`config.mk`:
```
export PLATFORM = sky130hd
export DESIGN_NAME = mod_counter
export DESIGN_NICKNAME = d
export VERILOG_FILES = /design/src/rtl/mod_counter_pkg.sv /design/src/rtl/mod_counter_tick_gen.sv /design/src/rtl/mod_counter.sv
export SDC_FILE = /design/constraint.sdc
export NUM_CORES = 1
export LEC_CHECK = 0
export BUFFER_PORTS_ARGS = -buffer_cell sky130_fd_sc_hd__buf_2
export CAP_MARGIN = 20
export CELL_PAD_IN_SITES_DETAIL_PLACEMENT = 0
export CELL_PAD_IN_SITES_GLOBAL_PLACEMENT = 1
export CORE_MARGIN = 4
export CORE_UTILIZATION = 39
export CTS_CLUSTER_DIAMETER = 30
export DETAILED_ROUTE_END_ITERATION = 16
export PLACE_DENSITY = 0.79
export SYNTH_ARGS = -nofsm -noshare
export SYNTH_HDL_FRONTEND = slang
export SYNTH_SLANG_ARGS = --single-unit
```
`constraint.sdc`:
```
create_clock -name CLK -period 5.33 [get_ports CLK]
set_input_delay 1.066 -clock CLK [delete_from_list [all_inputs] [get_ports CLK]]
set_output_delay 1.066 -clock CLK [all_outputs]
set_load 0.005 [all_outputs]
```
`src/rtl/mod_counter_pkg.sv`:
```
// ============================================================================
// Module : mod_counter_pkg
// Brief  : Shared constants and helpers for the modulo counter and its
//          prescaler.
// Rev    : 1.0  initial release
// ============================================================================
`default_nettype none

package mod_counter_pkg;

    localparam bit MODE_WRAP = 1'b0;
    localparam bit MODE_SAT  = 1'b1;

    // Bits needed to hold values 0..value-1.
    function automatic int clog2(input longint value);
        longint v;
        int     r;
        v = value - 1;
        r = 0;
        while (v > 0) begin
            r = r + 1;
            v = v >>> 1;
        end
        return r;
    endfunction

endpackage

`default_nettype wire

```
`src/rtl/mod_counter_tick_gen.sv`:
```
// ============================================================================
// Module : mod_counter_tick_gen
// Brief  : Count-enable prescaler; emits one tick per PRESCALE enabled cycles.
// Rev    : 1.0  initial release
// ============================================================================
`default_nettype none

module mod_counter_tick_gen
    import mod_counter_pkg::*;
#(
    parameter int PRESCALE = 1
) (
    input  logic CLK,
    input  logic CLR,
    input  logic CE,
    input  logic SYNC_RST,
    output logic TICK
);

    generate
        if (PRESCALE == 1) begin : g_direct
            logic w_unused_ok;
            assign w_unused_ok = CLK ^ CLR ^ SYNC_RST;
            assign TICK        = CE;
        end else begin : g_prescale
            localparam int             PW     = clog2(PRESCALE);
            localparam logic [PW-1:0]  c_LAST = PW'(PRESCALE - 1);
            localparam logic [PW-1:0]  c_ONE  = PW'(1);

            logic [PW-1:0] r_presc;

            // A load restarts the prescale period so the next step is a full period away.
            always_ff @(posedge CLK or posedge CLR) begin
                if (CLR) begin
                    r_presc <= '0;
                end else if (SYNC_RST) begin
                    r_presc <= '0;
                end else if (CE) begin
                    r_presc <= (r_presc == c_LAST) ? '0 : r_presc + c_ONE;
                end
            end

            assign TICK = CE & (r_presc == c_LAST);
        end
    endgenerate

endmodule

`default_nettype wire

```
`src/rtl/mod_counter.sv`:
```
// ============================================================================
// Module : mod_counter
// Brief  : Programmable-modulus up/down counter with load, wrap/saturate,
//          prescaled enable, cascade output and sticky overflow flag.
// Rev    : 1.0  initial release
// ============================================================================
`default_nettype none

module mod_counter
    import mod_counter_pkg::*;
#(
    parameter int     WIDTH    = 8,
    parameter longint MODULO   = 256,
    parameter bit     SATURATE = MODE_WRAP,
    parameter int     PRESCALE = 1
) (
    input  logic             CLK,
    input  logic             CLR,
    input  logic             CE,
    input  logic             UP,
    input  logic             LOAD,
    input  logic [WIDTH-1:0] D,
    input  logic             OVF_CLR,
    output logic [WIDTH-1:0] Q,
    output logic             TC,
    output logic             CEO,
    output logic             OVF
);

    generate
        if (WIDTH < 1 || WIDTH > 32) begin : g_bad_width
            $error("mod_counter: WIDTH must be 1..32");
        end
        if (MODULO < 2 || MODULO > (longint'(1) << WIDTH)) begin : g_bad_modulo
            $error("mod_counter: MODULO must be 2..2**WIDTH");
        end
        if (PRESCALE < 1 || PRESCALE > 65536) begin : g_bad_prescale
            $error("mod_counter: PRESCALE must be 1..65536");
        end
    endgenerate

    // One extra bit so MODULO == 2**WIDTH is representable and no silent wrap occurs.
    localparam logic [WIDTH:0] c_MOD = (WIDTH+1)'(MODULO);
    localparam logic [WIDTH:0] c_MAX = (WIDTH+1)'(MODULO - 1);
    localparam logic [WIDTH:0] c_ONE = (WIDTH+1)'(1);

    logic [WIDTH-1:0] r_q;
    logic             r_ovf;

    logic             w_tick;
    logic [WIDTH:0]   w_q_ext;
    logic [WIDTH:0]   w_d_ext;
    logic             w_at_top;
    logic             w_at_bot;
    logic             w_tc;
    logic [WIDTH:0]   w_step;
    logic [WIDTH:0]   w_load;
    logic             w_ovf_set;
    logic             w_unused_msb;

    mod_counter_tick_gen #(
        .PRESCALE (PRESCALE)
    ) u_tick_gen (
        .CLK      (CLK),
        .CLR      (CLR),
        .CE       (CE),
        .SYNC_RST (LOAD),
        .TICK     (w_tick)
    );

    always_comb begin
        w_q_ext  = {1'b0, r_q};
        w_d_ext  = {1'b0, D};
        w_at_top = (w_q_ext == c_MAX);
        w_at_bot = (r_q == '0);
        w_tc     = UP ? w_at_top : w_at_bot;
        w_step   = w_q_ext;
        if (UP) begin
            if (!w_at_top) begin
                w_step = w_q_ext + c_ONE;
            end else if (SATURATE == MODE_WRAP) begin
                w_step = '0;
            end
        end else begin
            if (!w_at_bot) begin
                w_step = w_q_ext - c_ONE;
            end else if (SATURATE == MODE_WRAP) begin
                w_step = c_MAX;
            end
        end
        w_load    = (w_d_ext >= c_MOD) ? c_MAX : w_d_ext;
        // A load on the boundary cycle replaces the step, so it is not an overflow.
        w_ovf_set = w_tick & w_tc & ~LOAD;
    end

    assign w_unused_msb = w_step[WIDTH] ^ w_load[WIDTH];

    always_ff @(posedge CLK or posedge CLR) begin
        if (CLR) begin
            r_q   <= '0;
            r_ovf <= 1'b0;
        end else begin
            if (LOAD) begin
                r_q <= w_load[WIDTH-1:0];
            end else if (w_tick) begin
                r_q <= w_step[WIDTH-1:0];
            end
            r_ovf <= w_ovf_set | (r_ovf & ~OVF_CLR);
        end
    end

    assign Q   = r_q;
    assign TC  = w_tc;
    assign CEO = w_tc & w_tick;
    assign OVF = r_ovf;

endmodule

`default_nettype wire

```
# Word-level counts from Yosys, hierarchy flattened
# Cells that the tools add are included.
# op_classes
n_lt_le_gt_ge	0
n_shift	0
addsub	2
muxes	6
div_mod_pow	0
n_reduce_logical	2
n_bitwise	6
n_mul	0
eq_ne	1
# ops
op	count
$mux 8	5
$add 8x1->8 const B	1
$eq 8x8->1 const B	1
$logic_not 8->1	1
$sub 8x1->8 const B	1
$and 1x1->1	3
$not 1->1	2
$reduce_bool 2->1	1
$mux 1	1
$or 1x1->1	1
# totals
elab_cells	19
output_inout_bits	11
register_bits	9
rom_bits	0
latchBits	0
mem_bits_rw	0
input_bits	14
memories	0

# Longest topological paths before layout
# logic_depth
depth_word	5
ltp_mapped	6
mapped_depth_nobuf	6

# By module
# From an unflattened synthesis, not the netlist that was laid out.
# unflattened
hier_cells	121
area_unflattened_um2	914.6
# by_module_without_submodules
module	n_inst	area_each_um2	cells_per_inst
mod_counter	1	907.1	120
mod_counter_tick_gen	1	7.5	1

# Worst setup path before layout
# No wires, ideal clock.
# synth_timing
path_kind	input port to output port
from	in UP
to	out CEO
required_ps	4264
t_arrival_ps	1698
path_buffers	1
path_slack_ps	2566
stages	3
cell_sequence	buf_1 o31a_1 nor2_1
# synth_via
elab_chain_cells	2
# synth_lines
item	line	text
from (decl)	mod_counter.sv:20	input logic UP,
$mux 1	mod_counter.sv:76	w_tc = UP ? w_at_top : w_at_bot;
$and 1x1->1	mod_counter.sv:114	assign CEO = w_tc & w_tick;
to (decl)	mod_counter.sv:26	output logic CEO,
# No other way between the ends.

# Worst setup path after layout
# layout_timing
from	reg r_q[0], in the netlist Q[0]
to	out CEO
# layout_via
elab_chain_cells	3
elab_cells_between_ends	4
cone_classes	1 x eq/ne; 1 x mux; 1 x bitwise; 1 x reduce/logical
# layout_lines
item	line	text
from (decl)	mod_counter.sv:47	logic [WIDTH-1:0] r_q;
from (signal assigned)	mod_counter.sv:104	r_q <= w_load[WIDTH-1:0];
from (signal assigned)	mod_counter.sv:106	r_q <= w_step[WIDTH-1:0];
$eq 8x8->1 / $logic_not 8->1 (equally long branches)	mod_counter.sv:74, mod_counter.sv:75	
$mux 1 *	mod_counter.sv:76	
$and 1x1->1 *	mod_counter.sv:114	
# Every way passes the cells marked *; elsewhere a longest branch is shown, timed or not.

==> flow_summary.yaml <==
floorplanning:
  die_area_um2: 3160
  core-area_um2: 2210
  dieWidth_um: 56.2
  rows: 17
  io_pins: 25
  initial_utilization: 0.410
  die_h_um: 56.2
synth:
  synth_edf_count: 0
  avgSynthCellArea_um2: 7.56
  synthFlopType: "dfrtp_1"
  synth.cell_area_um2: 907
  synth_largest_area_cell: "dfrtp_1"
  synthCells: 120
  synth_seq_cells: 9
  synth_top_area_frac: 0.248
  synth_nets: 137
  synth_cell_types: 44
  synth_area_leaders: "dfrtp_1 25%, a21oi_1 7.2%, ha_1 4.1%"
  ys_warn_count: 0
  yosysSeqAreaShare: 0.248
  synthArstFlopShare: 1.00
global_route:
  met1_usage: 0.238
  grt-busiest-layer: "met2"
  met3_usage: 0.0348
  overflow: 0
  grt_max_degree: 21
  grt_pass1_vias: 925
  use_met2: 0.255
  antenna_found_initial: 0
  grt_pass1_wl_um: 4340
  track_usage: 0.172
routing:
  drt-total-wl_um: 2590
  drc: 0
  vias: 989
  viasPerCell: 6.03
  ant_nets: 0
  wl_per_cell_um: 15.8
  drt_iter0_drc: 34
  drt-pass1-iter-count: 4
sta:
  setup_viol: 0
  finalCritPeriodShare: 0.610
  timing.hold.ws_ns: 0.530
  fin_crit_ns: 3.25
  slew_violations: 0
  hold_viol_final: 0
  setup_ws_ns: 2.08
  worst_pin_slew_ns: 0.787
  slew_headroom: 0.470
  rsz0062_at_grt: "no"
  setup_tns_ns: 0
  fin_skew_ns: 0.00603
  fmax_mhz: 307
place:
  post-place-cells: 160
  port_buffers: 24
  dp_hpwl_um: 1780
  gp_congestion: 0.855
  post-place-ws_ns: 2.25
run_status:
  status: "finished clean"
flow_run:
  cap_violations: 0
clocking:
  clk_latency_ns: 0.28
  clock_sinks: 9
  cts.htree.levels: 1
  cts_resized: 0
  clk_path_buf_depth: 2
  ctsHoldBuffers: 0
  clk_pin_slew_ns: 0.07
  cts_tree: "done"
  clock-root-buffer: "clkbuf_4"
  cts_buffers: 3
  postCtsSetupBuffers: 0
pwr:
  switchingPower_uw: 91.0
  power_frac_comb: 0.321
  p_leak_nw: 0.443
  irDropWorstVdd_mv: 0.129
  switching_share: 0.397
  p_int_uw: 138
  p_clk_frac: 0.256
  power_density_nw_per_um2: 221
  pwr-share-seq: 0.423
finish:
  area_growth_pct: 14.5
  diodes: 0
  fin_util: 0.469
  final_cells: 164
  drive_gt1_frac: 0.235
  final_net_count: 154
hold_path:
  hp-class: "register to register"
critical_path:
  critPathArrivalTime_ns: 2.19
  startpoint_type: "register"
  critPathKind: "register to output port"
  end_kind: "output port"
  path_max_fanout: 8
  required_ns: 4.26
synth_stat cells (2+ instances only):
cell type / count
nor3_1: 3
xnor2_1: 2
nor2b_1: 5
dfrtp_1: 9
buf_2: 4
clkbuf_1: 7
nand2b_1: 2
inv_1: 9
o21ai_0: 2
a31oi_1: 3
o31a_1: 2
nand3_1: 3
o211ai_1: 2
ha_1: 3
o31ai_1: 2
o311ai_0: 3
nor4_1: 3
nand2_1: 7
nand4_1: 3
a21oi_1: 13
nor2_1: 10
through the flow:
stage                     power (mW)  cell area, um^2
after CTS                      0.229             1040
final                          0.229             1040
after detailed placement       0.170             1010
after global routing           0.246             1040
after global placement         0.170             1010
after floorplan                0.147              907
cell usage in the layout, fill, tap and decap left out, types with 2 or more instances in the layout:
cell,count
a21oi_1,13
nor4_1,3
nand2b_1,2
ha_1,3
clkbuf_4,3
o211ai_1,2
xnor2_1,2
o31ai_1,2
inv_1,9
dfrtp_1,9
nor3_1,3
nand2_1,7
nand4_1,3
o21ai_0,2
nor2_1,10
o31a_1,2
o311ai_0,3
a31oi_1,3
nand3_1,3
buf_2,24
nor2b_1,5
kinds of logic after synthesis:
group | after synthesis | share of synthesized area
buffers and inverters | 22 | 0.0965
flip-flops | 9 | 0.248
AO/OA/AOI/OAI | 39 | 0.315
adder cells (fa/ha/maj) | 3 | 0.0414
multiplexers | 1 | 0.0110
AND/OR/NAND/NOR | 44 | 0.269
XOR/XNOR | 2 | 0.0193
critical path, stage by stage (launching register included):
cell and delay, ns:
dfrtp_1 0.48, inv_1 0.16, ha_1 0.21, or4b_4 0.51
o31a_1 0.33, nor2_1 0.09, buf_2 0.12
state kept, by name (all words and copies together), names as in the netlist:
signal	flops
Q	8
OVF	1
final cells by class:
cell class	count	area, um^2
fillers	237	1170
multi-input cells	89	594
flip-flops and latches	9	225
repair buffers	24	120
inverters	10	37.5
well taps	28	35.0
clock buffers	4	26.3
routing by layer:
layer / part of all wire / vias to the layer above
met5: 0 / -
met4: 0.019 / 0
met3: 0.067 / 5
met2: 0.46 / 38
met1: 0.45 / 471
li1: - / 475
power by group through the flow:
stage | combinational [mW] | clock (mW) | sequential [mW]
after detailed placement | 0.0730 | 0 | 0.0973
after global routing | 0.0834 | 0.0641 | 0.0990
after global placement | 0.0728 | 0 | 0.0974
after CTS | 0.0737 | 0.0595 | 0.0959
after floorplan | 0.0626 | 0 | 0.0841
final | 0.0735 | 0.0587 | 0.0969
worst paths after layout:
check                      start    to  slack (ns)  cells past startpoint
max                         Q[0]   CEO        2.08                      6
min                          OVF   OVF        0.53                      2
max reg2reg                 Q[0]  Q[3]        3.27                      6
min reg2reg                  OVF   OVF        0.53                      2
max in group asynchronous    CLR   OVF        4.30                      2
min in group asynchronous    CLR  Q[0]        0.75                      2
Power figures use the tool's default switching activity.
